**src/rtl/mr_wb_timer_pkg.sv**
```systemverilog
// mr_wb_timer_pkg: shared types, register map and helpers for the Wishbone machine timer
package mr_wb_timer_pkg;
  localparam int XLEN = 32;
  localparam int XLEN_GRAN = 2;
  localparam int CTRL_EN_BIT = 0;
  localparam int REG_COUNT = 6;
  localparam logic [63:0] MTIMECMP_RST = '1;
  typedef enum logic [2:0] {
    R_MTIME_LO,
    R_MTIME_HI,
    R_MTIMECMP_LO,
    R_MTIMECMP_HI,
    R_CTRL,
    R_PRESCALE
  } e_timer_reg;
  typedef enum logic [1:0] {RS_IDLE, RS_WAIT, RS_RESP} e_resp_state;
  function automatic logic [XLEN-1:0] byte_merge(input logic [XLEN-1:0] old, input logic [XLEN-1:0] wdat,
                                                 input logic [XLEN/8-1:0] sel);
    logic [XLEN-1:0] r;
    for (int b = 0; b < XLEN/8; b++) r[8*b +: 8] = sel[b] ? wdat[8*b +: 8] : old[8*b +: 8];
    return r;
  endfunction
endpackage

```
**src/rtl/wb_slave_resp.sv**
```systemverilog
// wb_slave_resp: pipelined Wishbone slave handshake with optional wait states and cyc abort
module wb_slave_resp
  import mr_wb_timer_pkg::*;
#(
  parameter int WAIT_STATES = 0
) (
  input  logic clk_i,
  input  logic rst_i,
  input  logic cyc_i,
  input  logic stb_i,
  input  logic valid,
  output logic accept,
  output logic cap,
  output logic ack_o,
  output logic err_o,
  output logic stall_o
);
  if (WAIT_STATES == 0) begin : g_zero
    logic ack_q, err_q;
    assign stall_o = 1'b0;
    assign accept = cyc_i && stb_i;
    assign cap = accept;
    assign ack_o = ack_q;
    assign err_o = err_q;
    always_ff @(posedge clk_i) begin
      ack_q <= !rst_i && accept && valid;
      err_q <= !rst_i && accept && !valid;
    end
  end else begin : g_wait
    localparam int CW = $clog2(WAIT_STATES + 1);
    e_resp_state state, nxt;
    logic [CW-1:0] cnt;
    logic valid_q, done;
    always_comb begin
      done = cnt == CW'(WAIT_STATES - 1);
      stall_o = state == RS_WAIT;
      accept = cyc_i && stb_i && !stall_o;
      cap = stall_o && cyc_i && done;
      ack_o = state == RS_RESP && cyc_i && valid_q;
      err_o = state == RS_RESP && cyc_i && !valid_q;
      nxt = state == RS_WAIT ? (!cyc_i ? RS_IDLE : done ? RS_RESP : RS_WAIT) : accept ? RS_WAIT : RS_IDLE;
    end
    always_ff @(posedge clk_i) begin
      if (rst_i) begin
        state <= RS_IDLE;
        cnt <= '0;
        valid_q <= 1'b0;
      end else begin
        state <= nxt;
        cnt <= state == RS_WAIT ? cnt + CW'(1) : '0;
        if (accept) valid_q <= valid;
      end
    end
  end
endmodule

```
**src/rtl/mr_wb_timer.sv**
```systemverilog
// mr_wb_timer: Wishbone B4 pipelined slave with prescaled 64-bit mtime, mtimecmp and registered irq
module mr_wb_timer
  import mr_wb_timer_pkg::*;
#(
  parameter int WAIT_STATES = 0,
  parameter int ADDR_BITS = 3
) (
  input  logic                      clk_i,
  input  logic                      rst_i,
  input  logic [XLEN-XLEN_GRAN-1:0] addr_i,
  input  logic                      we_i,
  input  logic [XLEN/8-1:0]         sel_i,
  input  logic [XLEN-1:0]           dat_i,
  input  logic                      stb_i,
  input  logic                      cyc_i,
  output logic                      ack_o,
  output logic                      err_o,
  output logic [XLEN-1:0]           dat_o,
  output logic                      stall_o,
  output logic                      irq_o
);
  logic [63:0] mtime, mtimecmp;
  logic [XLEN-1:0] prescale, pcnt, dat_q, wr_old, merged, rdata;
  logic en, accept, cap, valid, wr, clr, tick, unused_addr;
  logic [ADDR_BITS-1:0] idx, idx_q, rd_idx;
  e_timer_reg wreg, rreg;
  assign idx = addr_i[ADDR_BITS-1:0];
  assign unused_addr = ^addr_i[XLEN-XLEN_GRAN-1:ADDR_BITS];
  assign valid = 32'(idx) < 32'(REG_COUNT);
  assign rd_idx = WAIT_STATES == 0 ? idx : idx_q;
  assign wreg = e_timer_reg'(idx[2:0]);
  assign rreg = e_timer_reg'(rd_idx[2:0]);
  assign wr = accept && we_i && valid;
  assign clr = wr && |sel_i && (wreg == R_CTRL || wreg == R_PRESCALE);
  assign tick = en && pcnt == prescale;
  assign dat_o = ack_o ? dat_q : '0;
  always_comb begin
    rdata = rreg == R_MTIME_LO ? mtime[31:0] :
            rreg == R_MTIME_HI ? mtime[63:32] :
            rreg == R_MTIMECMP_LO ? mtimecmp[31:0] :
            rreg == R_MTIMECMP_HI ? mtimecmp[63:32] :
            rreg == R_CTRL ? XLEN'(en) << CTRL_EN_BIT :
            rreg == R_PRESCALE ? prescale : '0;
    wr_old = wreg == R_MTIME_LO ? mtime[31:0] :
             wreg == R_MTIME_HI ? mtime[63:32] :
             wreg == R_MTIMECMP_LO ? mtimecmp[31:0] :
             wreg == R_MTIMECMP_HI ? mtimecmp[63:32] : prescale;
    merged = byte_merge(wr_old, dat_i, sel_i);
  end
  wb_slave_resp #(.WAIT_STATES(WAIT_STATES)) u_resp (
    .clk_i(clk_i),
    .rst_i(rst_i),
    .cyc_i(cyc_i),
    .stb_i(stb_i),
    .valid(valid),
    .accept(accept),
    .cap(cap),
    .ack_o(ack_o),
    .err_o(err_o),
    .stall_o(stall_o)
  );
  always_ff @(posedge clk_i) begin
    if (rst_i) begin
      mtime <= '0;
      mtimecmp <= MTIMECMP_RST;
      en <= 1'b0;
      prescale <= '0;
      pcnt <= '0;
      irq_o <= 1'b0;
      dat_q <= '0;
      idx_q <= '0;
    end else begin
      irq_o <= en && mtime >= mtimecmp;
      if (accept) idx_q <= idx;
      if (cap) dat_q <= rdata;
      pcnt <= clr || tick ? '0 : en ? pcnt + XLEN'(1) : pcnt;
      mtime <= wr && wreg == R_MTIME_LO ? {mtime[63:32], merged} :
               wr && wreg == R_MTIME_HI ? {merged, mtime[31:0]} :
               tick ? mtime + 64'd1 : mtime;
      if (wr && wreg == R_MTIMECMP_LO) mtimecmp[31:0] <= merged;
      if (wr && wreg == R_MTIMECMP_HI) mtimecmp[63:32] <= merged;
      if (wr && wreg == R_CTRL && sel_i[CTRL_EN_BIT/8]) en <= dat_i[CTRL_EN_BIT];
      if (wr && wreg == R_PRESCALE) prescale <= merged;
    end
  end
endmodule

```
**config.mk**
```make
export PLATFORM = sky130hd
export DESIGN_NAME = mr_wb_timer
export DESIGN_NICKNAME = d
export VERILOG_FILES = /design/src/rtl/mr_wb_timer_pkg.sv /design/src/rtl/wb_slave_resp.sv /design/src/rtl/mr_wb_timer.sv
export SDC_FILE = /design/constraint.sdc
export NUM_CORES = 1
export LEC_CHECK = 0
export BUFFER_PORTS_ARGS = -buffer_cell sky130_fd_sc_hd__buf_2
export CAP_MARGIN = 0
export CORE_UTILIZATION = 39
export CTS_CLUSTER_DIAMETER = 120
export DETAILED_ROUTE_END_ITERATION = 6
export SYNTH_ARGS = -nofsm -noshare
export SYNTH_HDL_FRONTEND = slang
export SYNTH_HIERARCHICAL = 1
export SYNTH_SLANG_ARGS = --single-unit
```
**constraint.sdc**
```tcl
create_clock -name clk_i -period 3.5 [get_ports clk_i]
set_input_delay 0.525 -clock clk_i [delete_from_list [all_inputs] [get_ports clk_i]]
set_output_delay 0.525 -clock clk_i [all_outputs]
set_load 0.005 [all_outputs]
```
Word-level counts from Yosys, hierarchy flattened
Index checks and enable logic that the tools add are counted.
W data, S select, Z words.

operators by class
  $add $sub $neg = 2
  magnitude comparators = 2
  equality and inequality tests = 7
  muxes and demuxes = 18
  bitwise logic cells = 1
  reduce and logical (&&, ||, !) cells = 28

operator list
  cell                     number
  $mux W32                 12
  $mux W64                 2
  $add A64 B1 Y64 const B  1
  $ge A64 B64 Y1           1
  $add A32 B1 Y32 const B  1
  $eq A32 B32 Y1           1
  $mux W8                  4
  $logic_and A1 B1 Y1      17
  $eq A3 B2 Y1 const B     2
  $eq A3 B3 Y1 const B     2
  $reduce_and A2 Y1        2
  $reduce_bool A2 Y1       2
  $reduce_or A4 Y1         1
  $eq A3 B1 Y1 const B     1
  $logic_not A3 Y1         1
  $lt A3 B3 Y1 const B     1
  $logic_not A1 Y1         2
  $logic_or A1 B1 Y1       2
  $ne A2 B2 Y1 const B     1
  $reduce_or A2 Y1         1
  $not A1 Y1               1

word-level totals
  register bits = 228
  bits of input ports = 71
  output and inout port bits = 36
  word-level logic and storage cells = 69

Longest topological paths before layout
  depth after elaboration = 8
  gate-level depth with buffers = 10
  gate-level depth less buffers = 9

By module
The synthesis kept the hierarchy.

modules (own cells, without submodules)
  module         instances  cells each  area an instance (sq um)  seq. area each (sq um)
  mr_wb_timer    1          1789        14094.8                   4524.3
  wb_slave_resp  1          8           88.8                      40.0

Least setup slack after synthesis
No wires, ideal clock.

  path type = flip-flop to flip-flop
  start = register mtime[3]
  end = register mtime[36]
  data arrival time = 2641 ps
  data required time = 3431 ps
  setup slack = 790 ps
  cell stages (with the launch flop) = 9
  path buffers = 1
  clock period less this slack = 2710 ps
  cell sequence = dfxtp_1 -> buf_2 -> nand4_2 -> or4_4 -> or4_4 -> or3_4 -> or4_1 -> o21a_1 -> o21ai_1

between the ends
  longest elaborated chain between the ends = 3

RTL lines
  what                    line               RTL
  start, declared         mr_wb_timer.sv:22  logic [63:0] mtime, mtimecmp;
  start signal, assigned  mr_wb_timer.sv:77  mtime <= wr && wreg == R_MTIME_LO ? {mtime[63:32], merged} :
  $add A64 B1 Y64         mr_wb_timer.sv:79  tick ? mtime + 64'd1 : mtime;
  $mux W64                mr_wb_timer.sv:79
  $mux W64                mr_wb_timer.sv:78  wr && wreg == R_MTIME_HI ? {merged, mtime[31:0]} :

Every way passes these cells. The select of a mux whose other input is x is not followed.
A chain may end at the register's enable or synchronous reset.

Worst setup path in the final report
  start = register mtime[4]
  end = register mtime[56]

Same word-level chain as after synthesis.

==> impl_metrics.env <==
export IMPL_status="complete, but fails checks"
export IMPL_violations="design-rule violations"
export IMPL_slew_violations=0
export IMPL_max_freq_mhz=306
export IMPL_dp_hpwl_um=34300
export IMPL_syn_to_final_growth_pct=13.8
export IMPL_synth_mux_area_frac=0.0790
export IMPL_power_density_nw_per_um2=387
export IMPL_cap_violations=0
export IMPL_fp_dieW_um=193
export IMPL_grt_pass1_wl_um=72500
export IMPL_synthArstFlopShare=0
export IMPL_viasPerCell=5.85
export IMPL_routed_wl_um=47400
export IMPL_fill_cells=3538
export IMPL_worst_pin_slew_ps=898
export IMPL_cp_max_fo=12
export IMPL_leakage_nw=7.17
export IMPL_drive_gt1_frac=0.124
export IMPL_finalHoldViolations=0
export IMPL_use_met3=0.0396
export IMPL_row_count=69
export IMPL_yosys_area_share_xor_xnor=0.0543
export IMPL_use_met2=0.390
export IMPL_final_cell_mix="dfxtp_1, nand2_1, nor2_1"
export IMPL_cts_tree="built"
export IMPL_grt_max_degree=78
export IMPL_synth_cell_types=66
export IMPL_ios=107
export IMPL_syn_instance_count=1797
export IMPL_synth_area_leaders="dfxtp_1, ha_1, mux2i_1"
export IMPL_min_from="cyc_i"
export IMPL_cts_hold_buf=0
export IMPL_path_clk_slew_ps=60
export IMPL_vias=13551
export IMPL_r2r_start="mtime[4]"
export IMPL_synth_top_family_by_area="compound AO/OA/AOI/OAI gates"
export IMPL_clkSinkCount=228
export IMPL_post_cts_buffers=0
export IMPL_post_place_cells=2268
export IMPL_cts_max_path_buffers=3
export IMPL_root_buffer="clkbuf_16"
export IMPL_relSlewSlack=0.396
export IMPL_start_util=0.398
export IMPL_ys_seq_elements=228
export IMPL_finalNonFillerCells=2316
export IMPL_crit_path_top_delay_cell="nor4_2"
export IMPL_globalRouteMet1Util=0.356
export IMPL_postCtsResizedCells=0
export IMPL_synth_area_sq_um=14200
export IMPL_dieArea_sq_um=37100
export IMPL_cpPeakStageDelay_ps=660
export IMPL_setup_violations_final=0
export IMPL_grt_overflow=0
export IMPL_vdd_drop_max_mv=0.302
export IMPL_ys_warnings_count=6
export IMPL_synth_fa_ha_area_frac=0.0582
export IMPL_cts_htree_levels=1
export IMPL_synth_top_area_share=0.322
export IMPL_worstPathRequired_ps=3920
export IMPL_dpl_cell_area_sq_um=15200
export IMPL_synth_simple_gate_area_frac=0.212
export IMPL_cts_made_buffers=26
export IMPL_final_setup_tns_ps=0
export IMPL_start_kind="flip-flop"
export IMPL_end_kind="flip-flop"
export IMPL_synth_compound_area_share=0.217
export IMPL_drc_errors=40
export IMPL_track_usage=0.254
export IMPL_antenna_left=0
export IMPL_synthFlopType="dfxtp_1"
export IMPL_fin_nets=1972
export IMPL_first_iter_violations=1203
export IMPL_final_common_cell="dfxtp_1"
export IMPL_grt_pass1_vias=12406
export IMPL_antenna_found_initial=0
export IMPL_critPathLaunch="mtime[4]"
export IMPL_clk_latency_ps=560
export IMPL_fin_crit_sh=0.932
export IMPL_routedWlPerCell_um=20.5
export IMPL_yosysTopAreaCell="dfxtp_1"
export IMPL_dr_pass1_iters=7
export IMPL_min_period_ps=3260
export IMPL_crit_chain="nand4_2 > or4_4 > nor4_2 > nand3_1 > or3_1 > o21ai_0 > a211oi_1"
export IMPL_seq_area_frac_synth=0.322
export IMPL_io_buffers=78
export IMPL_synth_edf_count=0
export IMPL_path_class="reg2reg"
export IMPL_core_area_sq_um=35700
export IMPL_top_usage_layer="met2"
export IMPL_final_area_sq_um=16100
export IMPL_rsz0062_at_grt="false"
export IMPL_hold_path_class="in2reg"
export IMPL_place_congestion=0.896
export IMPL_die_y_um=193
export IMPL_avgSynthCellArea_sq_um=7.89
export IMPL_finClkSkew_ps=38.1
export IMPL_syn_nets=1934
export IMPL_cp_arrival_ps=3690
[critical path: cells and delay by family (launching register included)]
family           cells  cell delay [ps]
AO/OA/AOI/OAI        2              170
flip-flops           1              500
AND/OR/NAND/NOR      5             2470
[registers in the layout (all words and copies together) (netlist names)]
| signal | count |
|---|---|
| irq_o | 1 |
| pcnt | 32 |
| prescale | 32 |
| mtime | 64 |
| dat_q | 32 |
| mtimecmp | 64 |
| u_resp/err_o | 1 |
| u_resp/ack_o | 1 |
| en | 1 |
[worst paths after layout]
kind	endpoint	slack, ps	cells past startpoint
worst max-delay path	mtime[56]	240	7
worst min-delay path	u_resp/err_o	260	2
worst max register to register	mtime[56]	240	7
worst min register to register	dat_q[28]	480	2
[layout make-up]
class / count / area, sq um / area share
Clock inverter: 11 / 165 / 0.0102
Sequential cell: 228 / 4560 / 0.283
Clock buffer: 36 / 759 / 0.0470
Antenna cell: 1 / 2.50 / 0.000155
Multi-Input combinational cell: 1354 / 8840 / 0.547
Timing Repair Buffer: 138 / 913 / 0.0566
Tap cell: 461 / 577 / 0.0357
Inverter: 87 / 327 / 0.0202
[synthesized netlist by cell type, types with 17 or more instances]
cell type,count
nand2_1,198
mux2i_1,76
a2bb2oi_1,21
and2_1,42
nor4_1,27
nand3_1,39
clkbuf_1,113
dfxtp_1,228
and3_1,17
o211ai_1,33
nor2_1,172
a21oi_1,139
a22oi_1,26
xor2_1,31
nor3_1,41
xnor2_1,57
a221oi_1,18
inv_1,87
mux2_2,18
a211oi_1,71
nand4_1,37
ha_1,66
o21ai_0,71
[routing by layer]
layer  vias up  wire length (um)
li1       6557                 -
met1      6386             21500
met2       537             20800
met3        71              3560
met4         0              1510
met5         -                 0
[through the flow]
step	hold WS, ps	utilization	setup WS [ps]	power, mW
floorplan	449	-	790	3.09
global placement	465	0.427	246	3.32
detailed placement	476	0.427	276	3.33
CTS	242	0.453	280	6.30
global route	277	0.453	149	6.46
finish	258	0.453	237	6.25
[kinds of logic (layout without fill, tap and decap cells)]
group           after synthesis  count (layout)
compound gates              465             465
xor+xnor                     88              88
fa+ha+maj                    66              66
buf+inv                     215             272
flops                       228             228
mux                         101             101
other cells                   1               2
simple gates                633             633
[report_power, final]
part,switching (mW),total (mW),internal [mW]
clock,1.16,2.96,1.81
combinational,0.400,0.618,0.218
sequential,0.0347,2.67,2.64
Note: power is estimated with default switching activity, not from simulation.
